<file path="src/rtl/avalon_mm_slave.sv">
// Avalon-MM slave with three R/W registers and a read-pop transmit FIFO.
// Fixed-latency handshake: WAITREQUEST drops for one ACCESS cycle WAIT_CYCLES+1 cycles after BEGINTRANSFER.
module avalon_mm_slave #(
  parameter int WAIT_CYCLES = 1,
  parameter int FIFO_DEPTH  = 4
) (
  input  logic                          CLK,
  input  logic                          RST,
  input  logic [31:0]                   ADDRESS,
  input  logic                          BEGINTRANSFER,
  input  logic                          READ,
  input  logic                          WRITE,
  input  logic [31:0]                   WRITEDATA,
  input  logic                          LOCK,
  output logic [31:0]                   READDATA,
  output logic                          WAITREQUEST,
  output logic [31:0]                   REG0_OUT,
  output logic [31:0]                   REG1_OUT,
  output logic [31:0]                   REG2_OUT,
  output logic [2:0]                    WR_STROBE,
  input  logic [31:0]                   FIFO_WDATA,
  input  logic                          FIFO_PUSH,
  output logic                          FIFO_FULL,
  output logic [$clog2(FIFO_DEPTH):0]   FIFO_COUNT,
  output logic                          OVERFLOW
);
  localparam int PW = $clog2(FIFO_DEPTH);
  localparam int CW = PW + 1;
  localparam logic [3:0] WLAST = (WAIT_CYCLES == 0) ? 4'd0 : 4'(WAIT_CYCLES - 1);

  typedef enum logic [1:0] {S_IDLE, S_WAIT, S_ACCESS} state_e;

  state_e            state_q, state_d;
  logic [3:0]        cnt_q, cnt_d;
  logic [31:0]       addr_q, addr_d, wdata_q, wdata_d;
  logic              rd_q, rd_d, wr_q, wr_d;
  logic [2:0][31:0]  regs_q;
  logic [31:0]       mem_q [FIFO_DEPTH];
  logic [PW-1:0]     wptr_q, rptr_q;
  logic [CW-1:0]     count_q;
  logic              ovf_q;

  logic       in_access, hit, do_rd, do_wr, empty, full, pop, push;
  logic [1:0] idx;
  logic       unused;

  assign unused = ^{LOCK, addr_q[1:0]};

  always_comb begin
    state_d = state_q;
    cnt_d   = cnt_q;
    addr_d  = addr_q;
    wdata_d = wdata_q;
    rd_d    = rd_q;
    wr_d    = wr_q;
    case (state_q)
      S_IDLE: if (BEGINTRANSFER) begin
        addr_d  = ADDRESS;
        wdata_d = WRITEDATA;
        rd_d    = READ;
        wr_d    = WRITE;
        cnt_d   = 4'd0;
        state_d = (WAIT_CYCLES == 0) ? S_ACCESS : S_WAIT;
      end
      S_WAIT: begin
        if (cnt_q == WLAST) state_d = S_ACCESS;
        else                cnt_d   = cnt_q + 4'd1;
      end
      S_ACCESS: state_d = S_IDLE;
      default:  state_d = S_IDLE;
    endcase
  end

  // Both or neither of READ/WRITE is a no-op, as are accesses outside 0x0..0xC.
  assign in_access = (state_q == S_ACCESS);
  assign hit       = (addr_q[31:4] == 28'd0);
  assign idx       = addr_q[3:2];
  assign do_rd     = in_access & rd_q & ~wr_q & hit;
  assign do_wr     = in_access & wr_q & ~rd_q & hit & (idx != 2'd3);
  assign empty     = (count_q == '0);
  assign full      = (count_q == CW'(FIFO_DEPTH));
  assign pop       = do_rd & (idx == 2'd3) & ~empty;
  // A pop in the same cycle frees a slot, so a push against a full FIFO still lands.
  assign push      = FIFO_PUSH & (~full | pop);

  always_comb begin
    READDATA = 32'd0;
    if (do_rd) begin
      case (idx)
        2'd0: READDATA = regs_q[0];
        2'd1: READDATA = regs_q[1];
        2'd2: READDATA = regs_q[2];
        default: if (!empty) READDATA = mem_q[rptr_q];
      endcase
    end
  end

  assign WAITREQUEST = ~in_access;
  assign WR_STROBE   = do_wr ? (3'b001 << idx) : 3'b000;
  assign REG0_OUT    = regs_q[0];
  assign REG1_OUT    = regs_q[1];
  assign REG2_OUT    = regs_q[2];
  assign FIFO_FULL   = full;
  assign FIFO_COUNT  = count_q;
  assign OVERFLOW    = ovf_q;

  always_ff @(posedge CLK or negedge RST) begin
    if (!RST) begin
      state_q <= S_IDLE;
      cnt_q   <= 4'd0;
      addr_q  <= 32'd0;
      wdata_q <= 32'd0;
      rd_q    <= 1'b0;
      wr_q    <= 1'b0;
      regs_q  <= '0;
      wptr_q  <= '0;
      rptr_q  <= '0;
      count_q <= '0;
      ovf_q   <= 1'b0;
    end else begin
      state_q <= state_d;
      cnt_q   <= cnt_d;
      addr_q  <= addr_d;
      wdata_q <= wdata_d;
      rd_q    <= rd_d;
      wr_q    <= wr_d;
      for (int i = 0; i < 3; i++)
        if (WR_STROBE[i]) regs_q[i] <= wdata_q;
      if (push) wptr_q <= wptr_q + PW'(1);
      if (pop)  rptr_q <= rptr_q + PW'(1);
      count_q <= count_q + CW'(push) - CW'(pop);
      if (FIFO_PUSH && full && !pop) ovf_q <= 1'b1;
    end
  end

  always_ff @(posedge CLK) begin
    if (push) mem_q[wptr_q] <= FIFO_WDATA;
  end
endmodule
</file>
<file path="config.mk">
export PLATFORM = sky130hd
export DESIGN_NAME = avalon_mm_slave
export DESIGN_NICKNAME = d
export VERILOG_FILES = /design/src/rtl/avalon_mm_slave.sv
export SDC_FILE = /design/constraint.sdc
export NUM_CORES = 1
export LEC_CHECK = 0
export ABC_AREA = 0
export CAP_MARGIN = 15
export CORE_MARGIN = 5
export CORE_UTILIZATION = 43
export CTS_BUF_LIST = sky130_fd_sc_hd__clkbuf_16
export CTS_CLUSTER_DIAMETER = 80
export DETAILED_ROUTE_END_ITERATION = 12
export DONT_BUFFER_PORTS = 1
export SLEW_MARGIN = 20
export SYNTH_ARGS = -nofsm -noshare
export SYNTH_HDL_FRONTEND = slang
export SYNTH_SLANG_ARGS = --single-unit
</file>
<file path="constraint.sdc">
create_clock -name CLK -period 4.8 [get_ports CLK]
set_input_delay 0.72 -clock CLK [delete_from_list [all_inputs] [get_ports CLK]]
set_output_delay 0.72 -clock CLK [all_outputs]
set_load 0.03 [all_outputs]
</file>
# After elaboration in Yosys (flattened, before gate mapping)
# Memory sizes are Yosys's and may differ from the RTL's.
# Cells that the tools add are included.
[totals]
ramBits = 128
out_inout_bits = 137
mem_count = 1
ff_bits = 176
inputBits = 103
[memory_table]
columns = ["memory", "depth", "word_bits", "rd", "rd_clocked_by_memory_dff", "write_ports", "line_no", "text"]
rows = [
  ["mem_q", 4, 32, 1, 0, 1, "38", "logic [31:0] mem_q [FIFO_DEPTH];"],
]
[op_classes]
n_eq_ne = 10
bitwise_logic = 16
reduce_logical = 12
shift = 1
add_sub_neg = 5
muxes = 12
[ops]
columns = ["operator", "count"]
rows = [
  ["$pmux W32 S3", 1],
  ["$mux W32", 2],
  ["$logic_not A28 Y1", 1],
  ["$and A1 B1 Y1", 10],
  ["$mux W4", 2],
  ["$ne A2 B2 Y1 const B", 4],
  ["$pmux W4 S2", 1],
  ["$eq A2 B2 Y1 const B", 3],
  ["$not A1 Y1", 5],
  ["$add A2 B1 Y2 const B", 2],
  ["$add A4 B1 Y4 const B", 1],
  ["$eq A2 B1 Y1 const B", 2],
  ["$logic_not A2 Y1", 2],
  ["$logic_not A4 Y1", 1],
  ["$mux W2", 2],
  ["$pmux W2 S2", 1],
  ["$reduce_and A2 Y1", 2],
  ["$add A3 B1 Y3", 1],
  ["$eq A3 B3 Y1 const B", 1],
  ["$logic_not A3 Y1", 1],
  ["$mux W3", 1],
  ["$reduce_and A3 Y1", 1],
  ["$shl A1 B2 Y3 const A", 1],
  ["$sub A3 B1 Y3", 1],
  ["other kinds (5)", 7],
]

# Logic depth before layout (Yosys ltp)
# Gate-level depths: netlist of run 1.
[logic_depth]
depth_word = 10
depth_mapped = 15
depth_no_buf = 12

# Worst setup path before layout of run 1
# No wires, ideal clock.
[synth_timing]
path_type = "reg-to-reg"
startpoint = "register count_q[1], in the netlist FIFO_COUNT[1]"
endpoint = "memory mem_q[3][0], enable pin"
stages_incl_launch_ff = 7
arrival_ns = 3.187
setup_slack_ns = 1.181
required_ns = 4.368
path_buffers = 2
setup_time_ns = 0.432
cell_sequence = "dfrtp_1 o31a_1 clkbuf_1 nand2_1 or3_1 clkbuf_1 a21oi_1"
[synth_via]
elab_chain_len = 7
[synth_lines]
columns = ["item", "line_no", "text"]
rows = [
  ["from (decl)", "40", "logic [CW-1:0] count_q;"],
  ["from (signal assigned)", "131", "count_q <= count_q + CW'(push) - CW'(pop);"],
  ["$logic_not A3 Y1", "80", "assign empty = (count_q == '0);"],
  ["$not A1 Y1", "82", "assign pop = do_rd & (idx == 2'd3) & ~empty;"],
  ["$and A1 B1 Y1", "82", ""],
  ["$or A1 B1 Y1 *", "84", "assign push = FIFO_PUSH & (~full | pop);"],
  ["$and A1 B1 Y1 *", "84", ""],
  ["$mux W1 *", "137", "if (push) mem_q[wptr_q] <= FIFO_WDATA;"],
  ["$mux W1 (implied by the code) *", "137", ""],
  ["to (decl)", "38", ""],
]
# Every way passes the cells marked *; elsewhere a longest branch is shown, timed or not.

# Worst setup path after layout of run 1
[layout_timing]
startpoint = "register rptr_q[0]"
endpoint = "output READDATA[22]"
[layout_via]
elab_chain_len = 4
[layout_lines]
columns = ["item", "line_no", "text"]
rows = [
  ["from (decl)", "39", "logic [PW-1:0] wptr_q, rptr_q;"],
  ["from (signal assigned)", "130", "if (pop) rptr_q <= rptr_q + PW'(1);"],
  ["$mem_v2 Z4 W32", "-", ""],
  ["$mux W32", "93", "default: if (!empty) READDATA = mem_q[rptr_q];"],
  ["$pmux W32 S3", "89", "case (idx)"],
  ["$mux W32", "88", "if (do_rd) begin"],
  ["to (decl)", "15", "output logic [31:0] READDATA,"],
]
# No other way between the ends.

==> results of run 1 <==
-- cell usage after synthesis, types with 2 or more instances --
| cell type | n |
|---|---|
| nand2_1 | 10 |
| o21ai_0 | 5 |
| mux2i_1 | 32 |
| dfrtp_1 | 174 |
| a21oi_1 | 6 |
| inv_1 | 9 |
| nor3b_1 | 2 |
| xnor2_1 | 3 |
| nor3_1 | 3 |
| or3b_2 | 2 |
| a211oi_1 | 33 |
| nor2_1 | 8 |
| nand4_1 | 4 |
| nor4_1 | 4 |
| or4_1 | 2 |
| clkbuf_1 | 31 |
| nand3_1 | 3 |
| mux2_1 | 80 |
| buf_6 | 3 |
| nor4_4 | 2 |
| ha_1 | 8 |
| buf_4 | 6 |
| clkinv_1 | 2 |
| buf_2 | 9 |
| mux2_2 | 78 |
| edfxtp_1 | 128 |
| nor4_2 | 4 |
| a221oi_1 | 32 |
| xor2_1 | 3 |
| nor4bb_1 | 2 |
| nand2b_1 | 5 |
| mux4_2 | 32 |
-- repair_timing --
action | CTS | global route
endpoints found under the hold margin | 174 | 0
resized for setup | 0 | 0
hold buffers | 1 | 0
-- per-stage QoR --
stage | area (um2) | hold slack, ns | setup slack, ns
2_1_floorplan | 12500 | 0.424 | 1.18
3_3_place_gp | 13200 | 0.431 | 1.45
3_5_place_dp | 13200 | 0.430 | 1.41
4_1_cts | 14200 | 0.284 | 0.942
5_1_grt | 14200 | 0.281 | 0.802
6_report | 14200 | 0.257 | 1.07
-- where the power goes --
group          internal [mW]  switching [mW]  total (mW)
Clock                   1.38           0.973        2.36
Combinational          0.639           0.847        1.49
Sequential              3.27           0.417        3.69
Total                   5.29            2.24        7.53
-- kinds of logic (layout without fill, tap and decap cells) --
group / after synthesis / in the layout
xor+xnor: 6 / 6
flops: 302 / 302
compound gates: 82 / 82
simple gates: 56 / 56
buf+inv: 61 / 124
fa+ha+maj: 9 / 9
mux: 222 / 222
-- flip-flops by register name, indices dropped and copies added (netlist names) --
name        flops
wdata_q        32
REG1_OUT       32
state_q         2
addr_q         30
REG0_OUT       32
OVERFLOW        1
rd_q            1
REG2_OUT       32
mem_q         128
wptr_q          2
FIFO_COUNT      3
cnt_q           4
rptr_q          2
wr_q            1
-- worst max-delay path: stages, from the launching register on --
cell and delay [ns]:
dfrtp_2 0.98, buf_4 0.35, mux4_2 0.52, a221oi_1 0.31
a211oi_1 0.10, buf_4 0.24
-- how the worst max path moves through the flow --
stage / depth (start not counted) / end / slack [ns] / start
after CTS: 5 / READDATA[17] / 0.94 / rptr_q[0]
final: 5 / READDATA[22] / 1.07 / rptr_q[0]
after floorplan: 6 / mem_q[3][0] / 1.18 / FIFO_COUNT[1]
after global routing: 5 / READDATA[26] / 0.80 / rptr_q[0]
after global placement: 12 / FIFO_COUNT[2] / 1.45 / addr_q[2]
after detailed placement: 12 / FIFO_COUNT[2] / 1.41 / addr_q[2]
-- layout make-up --
cell class              instances  share of cell area, %
flip-flops and latches        302                   57.7
repair buffers                 51                   2.83
clock inverters                25                  0.757
clock buffers                  37                   6.51
multi-input cells             375                   28.5
inverters                      11                  0.290
well taps                     384                   3.38
-- routing by layer --
| metal | up-vias | track usage, % | wire length, um |
|---|---|---|---|
| met4 | 2 | 4.60 | 576 |
| met2 | 241 | 32.1 | 15500 |
| met3 | 47 | 7.61 | 2760 |
| met1 | 3624 | 22.1 | 11600 |
| li1 | 2958 | - | - |
| met5 | - | 0 | 13 |
==> results.json, run 1 <==
{
  "result_of_the_run": "finished, final reports clean",
  "row_count": 62,
  "synthFlopType": "dfrtp_1",
  "synth_top_cell_area_share_pct": 34.9,
  "cts.clk_slew.worst_paths_ns": 0.06,
  "synthDominantAreaCellType": "dfrtp_1",
  "power_mw": 7.53,
  "synthArstFlopShare_pct": 57.6,
  "synth_area_per_cell_um2": 16.9,
  "drc": 0,
  "fill_cell_instance_count_of_the_final_layout": 2391,
  "floorplan.initialDensity_pct": 43.5,
  "required_ns": 4.08,
  "routed_via_density": 5.80,
  "area.sequential_um2": 8200,
  "chipWidth_um": 180,
  "synth_fp_nets": 850,
  "setup.worst_path.start_class": "flip-flop",
  "setup_tns_ns": 0,
  "power_density_nw_per_um2": 530,
  "synth_top_cells_by_area": "dfrtp_1, edfxtp_1, mux2_1",
  "cts_max_level": 2,
  "initial_antenna_violation_count": 1,
  "first_pass_grt_wire_length_um": 47400,
  "synth.yosys.seq_area_share_pct": 65.7,
  "multi_input_area_um2": 4060,
  "clock_tree.buffer_depth": 3,
  "worst_slew_margin_rel_pct": 25.8,
  "synth_top_family_by_area": "multiplexers",
  "rr_worst_depth": 12,
  "unrepaired_setup_endpoints_after_global_routing": "no",
  "largest_net_degree_at_the_start_of_global_routing": 175,
  "commonest_non_fill_non_tap_cell_in_the_layout": "dfrtp_1",
  "port-buffer-count": 0,
  "period_minus_slack_ns": 3.73,
  "grtUsageTotal_pct": 18.7,
  "firstDrtPassIters": 4,
  "worst_r2r_dst": "FIFO_COUNT[2]",
  "power.ir.vdd_worst_mv": 0.315,
  "number_of_setup_violations_in_the_final_report": 0,
  "die-area_um2": 32500,
  "clock_latency_ns": 0.50,
  "power.static_leakage_nw": 5.77,
  "syn_inst": 738,
  "synth_warnings": 0,
  "final_cell_count_no_fill": 1185,
  "synth.mux.area_fraction_pct": 22.6,
  "pin_count": 240,
  "max_freq_ghz": 0.268,
  "grt_overflow_total": 0,
  "detail-route-antenna-nets": 0,
  "core_um2": 28700,
  "synth_compound_gate_area_share_pct": 5.05,
  "drtIter0Drc": 382,
  "synth_edf_count": 128,
  "synth.ff_latch_count": 302,
  "fin_nets": 887,
  "layout_worst_path_cycle_share_pct": 77.6,
  "synth_simple_gate_area_share_pct": 2.99,
  "placed_cells": 1122,
  "cp.arrival_ns": 3.01,
  "num_antenna_cells": 0,
  "cts_root_buffer": "clkbuf_16",
  "max_slew.worst_pin.slew_ns": 1.11,
  "wl_um": 30400,
  "tritoncts.num_buffers": 34,
  "tritoncts": "yes",
  "share_of_final_layout_standard_cells_stronger_than_drive_strength_1_pct": 28.1,
  "gp_congestion": 0.740,
  "cts_setup_buffers": 0,
  "register_to_register_setup_slack_ns": 1.41,
  "yosys.area_share.xor_xnor_pct": 0.421,
  "final-max-slew-violation-count": 0,
  "ys_types": 45,
  "adder_cell_fraction_of_synth_area_pct": 0.963,
  "layout.cells.most_common_list": "dfrtp_1, edfxtp_1, mux2_1",
  "cp_max_fo": 27,
  "timing.critical_path.to_type": "primary output",
  "final_hold_viol_count": 0,
  "finClkSkew_ns": 0.0155,
  "syn2layout_area_growth_pct": 13.9,
  "wl_per_cell_um": 25.7,
  "path_class": "flip-flop to primary output",
  "clock_sink_count": 302,
  "synth_area_um2": 12500,
  "final_core_utilization_pct": 49.5,
  "dr_total_vias": 6872,
  "grt_pass1_vias": 7654,
  "detailed_place_hpwl_um": 20100,
  "timing.max_cap.violations": 0,
  "worst_r2r_startpoint": "addr_q[2]",
  "min-delay-path-class": "input pin to asynchronous set/reset pin",
  "die_h_um": 180
}
Note: power is estimated with default switching activity, not from simulation.
==> inputs of run 2 (changes only) <==
==> constraint.sdc (replaced) <==
create_clock -name CLK -period 3.6 [get_ports CLK]
set_input_delay 0.54 -clock CLK [delete_from_list [all_inputs] [get_ports CLK]]
set_output_delay 0.54 -clock CLK [all_outputs]
set_load 0.03 [all_outputs]
==> run 2 against run 1 <==
  * Largest power group unchanged
  * The flow now finishes with violations (hold timing)
  * Cell count unchanged
  * Critical endpoint unchanged
  * Core utilization up 0.13 points
  * Register-to-register slack worse by 1.0 ns
==> results.json, run 2 (synthesis results as in run 1) <==
{
  "result_of_the_run": "finished with violations",
  "failed_checks": "hold timing",
  "worst_r2r_dst": "FIFO_COUNT[2]",
  "first_pass_grt_wire_length_um": 46900,
  "finish.instance_area_um2": 14300,
  "timing.max_cap.violations": 0,
  "power.static_leakage_nw": 5.74,
  "largest_reg_flops": 128,
  "wl_um": 30300,
  "initial_antenna_violation_count": 2,
  "pin_count": 240,
  "critPathMostFrequentCell": "buf_4",
  "crit_start": "addr_q[5]",
  "cp_max_fo": 32,
  "worstPathCellList": "nor4_1 > nand4_1 > buf_4 > or2_4 > a211oi_1 > buf_4",
  "clock_sink_count": 302,
  "layout_worst_path_cycle_share_pct": 95.3,
  "setup.worst_path.start_class": "flip-flop",
  "post_dp_cell_area_um2": 13200,
  "cts_max_level": 1,
  "regMostFlops": "mem_q",
  "number_of_setup_violations_in_the_final_report": 0,
  "period_minus_slack_ns": 3.43,
  "drtIter0Drc": 382,
  "die-area_um2": 32500,
  "clock_tree.buffer_depth": 3,
  "timing.hold.ws_ns": -0.311,
  "timing.critical_path.slowest_stage_cell": "or2_4",
  "timing.critical_path.buf_inv": 2,
  "final-max-slew-violation-count": 0,
  "wl_per_cell_um": 25.6,
  "max_freq_ghz": 0.292,
  "firstDrtPassIters": 4,
  "port-buffer-count": 0,
  "cp_num_cells": 6,
  "clock_latency_ns": 0.56,
  "tritoncts.num_buffers": 31,
  "max_slew.worst_pin.slew_ns": 0.861,
  "cts.clk_slew.worst_paths_ns": 0.06,
  "power_density_nw_per_um2": 712,
  "critical_path.endpoint": "READDATA[22]",
  "cpLargestDelayFamily": "simple AND/OR/NAND/NOR gates",
  "fin_nets": 887,
  "dr_wl_met2_um": 15200,
  "finClkSkew_ns": 0.0141,
  "routed_via_density": 5.79,
  "row_count": 62,
  "unrepaired_setup_endpoints_after_global_routing": "no",
  "rr_worst_depth": 12,
  "core_um2": 28700,
  "detail-route-antenna-nets": 0,
  "timing.critical_path.to_type": "primary output",
  "gp_congestion": 0.737,
  "detailed_place_hpwl_um": 19600,
  "die_h_um": 180,
  "critical-path-max-stage-delay_ns": 0.46,
  "dr_total_vias": 6856,
  "grt_overflow_total": 0,
  "drc": 0,
  "commonest_non_fill_non_tap_cell_in_the_layout": "dfrtp_1",
  "worst_r2r_startpoint": "addr_q[26]",
  "layout.cells.most_common_list": "dfrtp_1, edfxtp_1, mux2_1",
  "cts_setup_buffers": 0,
  "floorplan.initialDensity_pct": 43.5,
  "chipWidth_um": 180,
  "route.layer.met1.wl_um": 11500,
  "grt_pass1_vias": 7582,
  "cp.arrival_ns": 2.89,
  "largest_net_degree_at_the_start_of_global_routing": 175,
  "syn2layout_area_growth_pct": 14.2,
  "worst_slew_margin_rel_pct": 42.6,
  "grtUsageTotal_pct": 18.4,
  "final_core_utilization_pct": 49.7,
  "cts_root_buffer": "clkbuf_16",
  "final_hold_viol_count": 174,
  "power.ir.vdd_worst_mv": 0.354,
  "routed.top_layer": "met5",
  "path_class": "flip-flop to primary output",
  "share_of_final_layout_standard_cells_stronger_than_drive_strength_1_pct": 29.5,
  "wl_met3_um": 2900,
  "tritoncts": "yes",
  "required_ns": 3.06,
  "register_to_register_setup_slack_ns": 0.40,
  "min-delay-path-class": "input pin to asynchronous set/reset pin"
}
==> run 2: cell count changes in the layout (fill, tap and decap cells not counted), moves of 2 or more <==
cell and delta:
bufinv_16 +5, clkinvlp_4 +3, buf_4 +3, inv_1 -11, clkinv_2 +3, clkbuf_16 -6
inv_6 +2, clkinv_4 +2
==> run 2: layer usage <==
layer	up-vias	global-route usage (%)
li1	2943	-
met3	56	7.11
met4	2	4.96
met1	3599	21.9
met2	256	31.6
met5	-	0
==> run 2: per-stage QoR <==
| stage | total power [mW] | TNS (ns) | cells | hold WS [ns] | setup WS, ns |
|---|---|---|---|---|---|
| 6_report | 10.1 | 0 | 1185 | -0.311 | 0.170 |
| 4_1_cts | 10.3 | 0 | 1184 | -0.342 | 0.172 |
| 2_1_floorplan | 6.26 | -2.40 | 738 | 0.244 | -0.0188 |
| 3_3_place_gp | 6.81 | 0 | 1126 | 0.251 | 0.552 |
| 5_1_grt | 10.6 | 0 | 1185 | -0.348 | 0.0411 |
| 3_5_place_dp | 6.98 | 0 | 1126 | 0.250 | 0.472 |
==> run 2: how the worst min path moves through the flow <==
stage                     slack, ns  from            end  cells past startpoint
after global placement         0.25   RST    wdata_q[28]                      0
after detailed placement       0.25   RST   REG1_OUT[28]                      0
after global routing          -0.35   RST    wdata_q[21]                      0
after CTS                     -0.34   RST    wdata_q[21]                      0
final                         -0.31   RST   REG0_OUT[27]                      0
after floorplan                0.24   RST  FIFO_COUNT[0]                      0
==> run 2: area by class of cell <==
type / count / area [um2]
clock inverter: 27 / 274
inverter: 11 / 41.3
sequential: 302 / 8200
clock buffer: 31 / 776
timing repair buffer: 54 / 418
multi-input combinational: 375 / 4060
fill: 2395 / 14500
antenna: 1 / 2.50
tap: 384 / 480
==> run 2: power breakdown <==
group / internal, mW / switching (mW) / total, mW
Clock: 1.93 / 1.32 / 3.25
Sequential: 4.36 / 0.507 / 4.87
Combinational: 0.861 / 1.17 / 2.03
==> run 2: timing repair <==
item / 4_1_cts / 5_1_grt
setup endpoints to repair: 29 / 0
hold endpoints to repair: 174 / 174
gates resized for setup: 1 / 0
==> inputs of run 3 (changes only) <==
--- a/config.mk
+++ b/config.mk
@@ -17,3 +17,4 @@
 export SYNTH_ARGS = -nofsm -noshare
 export SYNTH_HDL_FRONTEND = slang
 export SYNTH_SLANG_ARGS = --single-unit
+export TNS_END_PERCENT = 10
==> results of run 3 <==
No change in the layout: final DEF, timing and power equal those of run 2.
